===== config.mk =====
export PLATFORM = sky130hd
export DESIGN_NAME = fetch_stage
export DESIGN_NICKNAME = d
export VERILOG_FILES = /design/src/rtl/fetch_stage.sv
export SDC_FILE = /design/constraint.sdc
export NUM_CORES = 1
export LEC_CHECK = 0
export CORE_UTILIZATION = 28
export CTS_CLUSTER_DIAMETER = 30
export DETAILED_ROUTE_END_ITERATION = 8
export GPL_ROUTABILITY_DRIVEN = 0
export PLACE_DENSITY = 0.54
export REMOVE_ABC_BUFFERS = 1
export SLEW_MARGIN = 20
export SYNTH_ARGS = -nofsm -noshare
export SYNTH_HDL_FRONTEND = slang
export SYNTH_SLANG_ARGS = --single-unit

===== constraint.sdc =====
create_clock -name clock -period 6.8 [get_ports clock]
set_clock_uncertainty 0.1 [all_clocks]
set_input_delay 1.36 -clock clock [delete_from_list [all_inputs] [get_ports clock]]
set_output_delay 1.36 -clock clock [all_outputs]
set_load 0.005 [all_outputs]

===== src/rtl/fetch_stage.sv =====
// Instruction fetch stage: drives a 1-cycle synchronous ROM.
// Presents one instruction per cycle to the FD latch.
module fetch_stage #(
    parameter logic [31:0] RESET_PC = 32'h00000000,
    parameter logic [31:0] NOP_INSN = 32'h00000000
) (
    input  logic        clock,
    input  logic        reset,
    input  logic        stall,
    input  logic        redirect,
    input  logic [31:0] redirect_pc,
    output logic [11:0] imem_addr,
    input  logic [31:0] imem_q,
    output logic [31:0] fd_pc_plus_1,
    output logic [31:0] fd_insn,
    output logic        fd_valid,
    output logic [31:0] pc
);

    logic [31:0] p;
    logic [31:0] f;
    logic        v;
    logic [31:0] h;
    logic        k;

    always_ff @(posedge clock) begin
        if (reset) begin
            p <= RESET_PC;
            f <= 32'h0;
            v <= 1'b0;
            h <= 32'h0;
            k <= 1'b0;
        end else if (redirect) begin
            p <= redirect_pc;
            v <= 1'b0;
            k <= 1'b0;
        end else if (stall) begin
            // ROM output moves on during a stall, so capture it once
            if (!k) begin
                h <= imem_q;
                k <= 1'b1;
            end
        end else begin
            p <= p + 32'h1;
            f <= p;
            v <= 1'b1;
            k <= 1'b0;
        end
    end

    always_comb begin
        imem_addr = p[11:0];
        pc        = p;
    end

    always_comb begin
        fd_insn = NOP_INSN;
        if (v) begin
            fd_insn = k ? h : imem_q;
        end
    end

    always_comb begin
        fd_pc_plus_1 = v ? f + 32'h1 : 32'h0;
        fd_valid     = v & ~redirect;
    end

endmodule

== Word level (Yosys, flattened, before mapping) ==
Index checks and enable logic that the tools add are counted.
Word-level totals
  register bits after elaboration: 98
  bits of input ports: 68
  output and inout bits: 109
  word-level logic and storage cells: 20
Cells by class
  bitwise operators: 3
  equality and inequality tests: 1
  mux-type cells: 6
  reductions and logical operators: 3
  add/sub/neg operators: 2
Operators with widths (number)
  two-way mux 32 bit: 5
  adder 32 x 1 -> 32 bit, second input constant: 2
  AND reduction 2 bit: 2
  inequality test 2 x 1 -> 1 bit, second input constant: 1
  NOT 1 bit: 2
  OR reduction 2 bit: 1
  AND 1 bit: 1
  two-way mux 1 bit: 1

== Longest topological paths before layout ==
Gate-level depths: netlist of run 1.
  depth after elaboration: 3
  depth in mapped cells: 7

== Worst setup path before layout of run 1 ==
No wires, ideal clock.
  path kind: input -> output
  start point: in redirect
  end point: out fd_valid
  cell stages on the path: 3
  arrival time: 1.971 ns
  buffers on the path: 2
  path slack: 3.369 ns
  path through: clkbuf_1 -> clkbuf_1 -> nor2_1
Between the ends
  longest elaborated chain between the ends: 2
Ends and longest elaborated chain
  start: declaration: RTL line 10  | input logic redirect,
  NOT 1 bit (no source line)
  AND 1 bit: RTL line 65  | fd_valid = v & ~redirect;
  end: declaration: RTL line 16  | output logic fd_valid,
Every way passes these cells.

== Worst setup path after layout of run 1 ==
  start point: reg f[0]
  end point: out fd_pc_plus_1[16]
Between the ends
  longest elaborated chain between the ends: 2
Ends and longest elaborated chain
  start: declaration: RTL line 21  | logic [31:0] f;
  start signal: assignment: RTL line 45  | f <= p;
  adder 32 x 1 -> 32 bit: RTL line 64  | fd_pc_plus_1 = v ? f + 32'h1 : 32'h0;
  two-way mux 32 bit: RTL line 64
  end: declaration: RTL line 14  | output logic [31:0] fd_pc_plus_1,
Every way passes these cells.

==> results by group, run 1 <==
Timing
  • Fmax: about 230 MHz
  • RSZ-0062 raised after global routing: false
  • Slew Limit Fails: 0
  • Fin worst setup slack: ~2.4 ns
  • Slew @ Worst Pin: about 1.1 ns
  • Period utilization: between 60% and 70%
  • Final Critical Period: 4.35 ns
  • Final Hold Slack: 0.352 ns
  • Relative slew slack: 27.5%
  • Fin. Hold Viols: 0
  • Setup TNS: 0 ns
  • # setup viols final: 0

Synth
  • Prevailing post-synth register cell: dfxtp_1
  • Dominant cell by count in the synthesized netlist: nand2_1
  • Mapped cell area: between 5000 and 6000 um2
  • Synth unique cells: 45
  • Syn Inst Count: between 700 and 800
  • Yosys top cell by area: dfxtp_1
  • Fraction of registers with async set/reset: 0%
  • Syn_area_per_cell: 7.39 um2
  • Post-synth top area share: between 30% and 40%
  • EDFF count, synth: 0
  • Top cells by area, synth: dfxtp_1, nand2_1, a21oi_1
  • Synth warn: 0
  • Register area share after synthesis: a little over a third
  • Top cells by count, synth: nand2_1, dfxtp_1, a21oi_1, nor2_1, clkbuf_1
  • FF+latch count, synth: 98

Run status
  • Outcome: finished clean

Die
  • Die area: 20500 um2
  • IO Count: 177
  • DIE HEIGHT: 143 um
  • Die width: around 140 um
  • Initial Util: about 29%
  • Num rows: 51
  • Core box area: 19500 um2

Clock tree
  • Cts repair resizes: 0
  • Num Clock Sinks: around 100
  • CTS H-Tree Depth: 3
  • Hold buffers post-CTS: 0
  • CTS Buf Count: 9
  • Clk slew on worst S/H paths: around 0.070 ns
  • Post-CTS Setup Inserts: 0
  • CTS tree: yes
  • CTS max path bufs: 2
  • CTS root buf: clkbuf_16
  • Worst skew pair latency: between 0.3 and 0.4 ns

Setup path
  • Critical Path AT: 2.89 ns
  • WP data required: 5.34 ns
  • Worst Setup SP: f[0]
  • Critical path fanouts, max: 11
  • R2R depth: 4
  • CP endpoint: fd_pc_plus_1[16]
  • Critical path launch point type: flip-flop
  • Critical path class: reg2out
  • R2r endpoint: pc[31]
  • Worst flop-to-flop path startpoint: pc[2]
  • R2r setup slk: between 4 and 5 ns
  • Capturing element type of the critical path: output port

Routing
  • Routed Antenna Nets: 0
  • Vias per cell: around 4.9
  • First-pass DRT Iterations: 4
  • DR iter-0 viols: 314
  • Wire per inst: 14.9 um
  • Routed wire length: 17.2 mm
  • Post-route DRC violation count: 0
  • Detailed-route via count: about 5700

GRT
  • Largest net degree at the start of global routing: roughly 100
  • GR met3 Demand/Resource: 3.12%
  • Global-route wire length before repair: 26.6 mm
  • GRT Overall Usage: between 15 and 20%
  • Initial antenna violation count: 0
  • Global route total overflow: 0
  • GR Util met1: 22.8%
  • GRT met2 Usage: 25.9%
  • Gr busiest metal: met2
  • Number of global-route vias before repair: ~5000

Layout
  • Footprint of the multi-input gates: approximately 3300 um2
  • Post-route cell area: a little under 8000 um2
  • P&R area growth vs syn: 38.2%
  • N_diodes: 0
  • Final nets: 952
  • Layout cell share with drive strength beyond 1: about 3.4%
  • Fill cells: between 2000 and 2500
  • Finished Layout Cells: ~1200
  • Post-route core utilization: 39.5%
  • Register area: 1960 um2

Power
  • Worst vdd ir: 0.000102 V
  • PD cells: between 150 and 200 nW/um2
  • Pwr Total: ~1.4 mW
  • Leak: 2.42 nW

Min path
  • Hold Path Stages: 2
  • Min-delay worst type: reg2reg

Placement
  • Post-placement cell count: 1136
  • Cell Area, Placed: 7420 um2
  • Port buffer count: around 180
  • Pre-CTS setup slack: approximately 2.6 ns
  • DP HPWL: around 12 mm

Run
  • MaxCap Viol Count: 0
==> flip-flops by register name, summed over array words and instances (netlist names) <==
register	cells
f	32
h	32
v	1
k	1
pc	32
==> metal layers <==
layer	wire [um]	share of wire, %
met4	130	0.76
met1	8430	49
met5	0	0
met2	7550	44
met3	1050	6.1
==> final cells by class <==
| type | count | area share [%] |
|---|---|---|
| multi-input cells | 579 | 42.5 |
| flip-flops and latches | 98 | 25.4 |
| repair buffers | 182 | 23.4 |
| well taps | 265 | 4.30 |
| clock buffers | 10 | 3.10 |
| clock inverters | 4 | 0.697 |
| inverters | 12 | 0.584 |
==> cell usage in the layout (no fill, tap or decap), types with 8 or more instances in the layout <==
cell and count:
clkdlybuf4s50_1 175, nand2_1 162, dfxtp_1 97, a21oi_1 81, nor2_1 75, mux2i_1 36, nand4_1 25, o21ai_0 15
nand3_1 13, or3_1 13, xnor2_1 13, or4_1 12, a311oi_1 12, and4_1 11, o31ai_1 11, inv_1 10
nor4_1 10, nand2b_1 9, xor2_1 9, a211oi_1 9, clkbuf_16 9, o41ai_1 8
==> how the worst min path moves through the flow <==
stage               start  slack [ns]  endpoint
floorplan            h[0]        0.33      h[0]
global placement    h[13]        0.34     h[13]
detailed placement  h[30]        0.35     h[30]
CTS                 h[30]        0.36     h[30]
global route         h[8]        0.37      h[8]
finish               h[4]        0.35      h[4]
==> cell families (layout without fill, tap and decap cells) <==
kind of cell             Yosys count  in the layout  share of synthesized area (%)
AO/OA/AOI/OAI                    156            156                           17.4
XOR/XNOR                          22             22                           3.45
adder cells (fa/ha/maj)            2              2                          0.448
buffers and inverters             79            208                           6.23
flip-flops                        98             98                           35.1
multiplexers                      36             36                           6.45
AND/OR/NAND/NOR                  363            363                           30.9
==> worst max-delay path, stage by stage, from the launching register on <==
cell	delay (ns)
dfxtp_1	0.38
ha_1	0.26
and2_1	0.25
nand4_1	0.43
or3_1	0.47
a21oi_1	0.22
clkdlybuf4s50_1	0.54
==> power by group <==
group	internal [mW]	total [mW]	switching, mW	leakage [nW]
Clock	0.292	0.513	0.222	0.137
Sequential	0.602	0.648	0.0459	0.803
Combinational	0.116	0.202	0.0864	1.48
Total	1.01	1.36	0.354	2.42
(Power assumes the default switching activity.)
==> run 2, diff against run 1 <==
Clock period 6.8 ns to 4.51 ns, I/O delays scaled along.
==> results by group, run 2 (synthesis gave the netlist of run 1 again) <==
Timing
  • Slew Limit Fails: 0
  • Relative slew slack: between 20% and 30%
  • Fmax: 260 MHz
  • Period utilization: around 85%
  • Slew @ Worst Pin: about 1.1 ns
  • Setup TNS: 0 ns
  • Final Hold Slack: about 0.35 ns
  • Final Critical Period: roughly 3.9 ns
  • # setup viols final: 0
  • Fin. Hold Viols: 0
  • Fin worst setup slack: around 0.66 ns
  • RSZ-0062 raised after global routing: false

Routing
  • First-pass DRT Iterations: 5
  • DR iter-0 viols: 290
  • Wire per inst: 15.5 um
  • Routed wire length: approximately 18 mm
  • Vias per cell: 4.99
  • Detailed-route via count: between 5000 and 6000
  • Post-route DRC violation count: 0
  • Routed Antenna Nets: 0

Clock tree
  • Hold buffers post-CTS: 0
  • Cts repair resizes: 0
  • Num Clock Sinks: just under 100
  • CTS root buf: clkbuf_16
  • CTS H-Tree Depth: 3
  • Worst skew pair latency: 0.34 ns
  • CTS max path bufs: 2
  • CTS tree: yes
  • Post-CTS Setup Inserts: 0
  • Clk slew on worst S/H paths: ~0.070 ns
  • CTS Buf Count: 9

Layout
  • Post-route cell area: 7770 um2
  • N_diodes: 0
  • Most frequent cells in the layout: clkdlybuf4s50_1, nand2_1, dfxtp_1, a21oi_1, nor2_1
  • Final nets: approximately 950
  • Layout cell share with drive strength beyond 1: under 10%
  • P&R area growth vs syn: 39.2%
  • Most common cell after layout, fill and taps aside: clkdlybuf4s50_1
  • Finished Layout Cells: 1154

Power
  • Leak: around 2.5 nW
  • Worst vdd ir: between 0.00015 and 0.0002 V
  • PD cells: 277 nW/um2

Min path
  • Hold Path Sink: h[0]
  • Hold Path Stages: 2
  • Worst Min Path Start: h[0]
  • Min-delay worst type: reg2reg

GRT
  • GRT Overall Usage: between 10% and 20%
  • Global-route wire length before repair: around 28 mm
  • Largest net degree at the start of global routing: 60
  • Global route total overflow: 0
  • Number of global-route vias before repair: between 5000 and 6000
  • Initial antenna violation count: 0

Placement
  • Post-placement cell count: around 1100
  • Cell Area, Placed: around 7400 um2
  • Pre-CTS setup slack: 1.05 ns
  • Port buffer count: between 150 and 200
  • DP HPWL: approximately 13 mm

Die
  • Die area: approximately 20000 um2
  • Die width: around 140 um
  • DIE HEIGHT: around 140 um
  • Num rows: approximately 50
  • Initial Util: between 20% and 30%
  • Core box area: 19500 um2
  • IO Count: 177

Setup path
  • R2r setup slk: just under 2 ns
  • Critical Path AT: approximately 2.9 ns
  • WP data required: approximately 3.5 ns
  • Worst Setup SP: f[0]
  • R2R depth: 4
  • Critical path class: reg2out
  • Capturing element type of the critical path: output port
  • R2r endpoint: pc[17]
  • Worst flop-to-flop path startpoint: pc[2]
  • Critical path fanouts, max: 11
  • Critical path launch point type: flip-flop

Run status
  • Outcome: finished clean

Run
  • MaxCap Viol Count: 0
run 2: cell types whose count changed in the layout (fill, tap and decap cells not counted), sizes merged:
cell      change
inv           +2
clkbuf        +1
buf           +2
clkinvlp      -2
bufinv        +1
run 2: report_power, final:
part / switching (mW) / internal, mW
combinational: 0.133 / 0.175
clock: 0.348 / 0.520
sequential: 0.0712 / 0.907
run 2: layout make-up:
type	count	area, um2
clock buffer	11	253
clock inverter	5	82.6
fill	2046	11800
inverter	12	45.0
multi-input combinational	579	3280
sequential	98	1960
tap	265	332
timing repair buffer	184	1820
run 2: how the worst max path moves through the flow:
stage                  endpoint  slack [ns]  depth (start not counted)
6_report       fd_pc_plus_1[28]        0.66                          5
5_1_grt        fd_pc_plus_1[31]        0.44                          5
4_1_cts        fd_pc_plus_1[28]        0.66                          5
3_5_place_dp   fd_pc_plus_1[28]        1.05                          5
3_3_place_gp   fd_pc_plus_1[16]        1.10                          6
2_1_floorplan        fd_insn[0]        1.87                          2
run 2: layer usage:
metal | vias up | global-route usage (%) | part of all wire (%) | wire [um]
met3 | 14 | 3.32 | 6.6 | 1190
met5 | - | 0 | 0 | 0
met1 | 2620 | 24.1 | 49 | 8780
met4 | 0 | 5.82 | 1.3 | 232
li1 | 2936 | - | - | -
met2 | 194 | 26.2 | 43 | 7690
run 2: worst max-delay path, stage by stage (launching register included):
cell	delay [ns]
dfxtp_1	0.39
ha_1	0.25
and2_1	0.24
nand4_1	0.41
o41ai_1	0.62
clkdlybuf4s50_1	0.59
run 2: through the flow:
stage | power, mW | util [%]
floorplan | 1.09 | -
global placement | 1.31 | 38.1
detailed placement | 1.31 | 38.1
CTS | 2.18 | 39.8
global route | 2.26 | 39.8
finish | 2.15 | 39.8
==> run 3, diff against run 2 <==
Settings changed: CAP_MARGIN from default to 20.
==> results of run 3 <==
The final DEF is identical to that of run 2; final timing and power are the same.
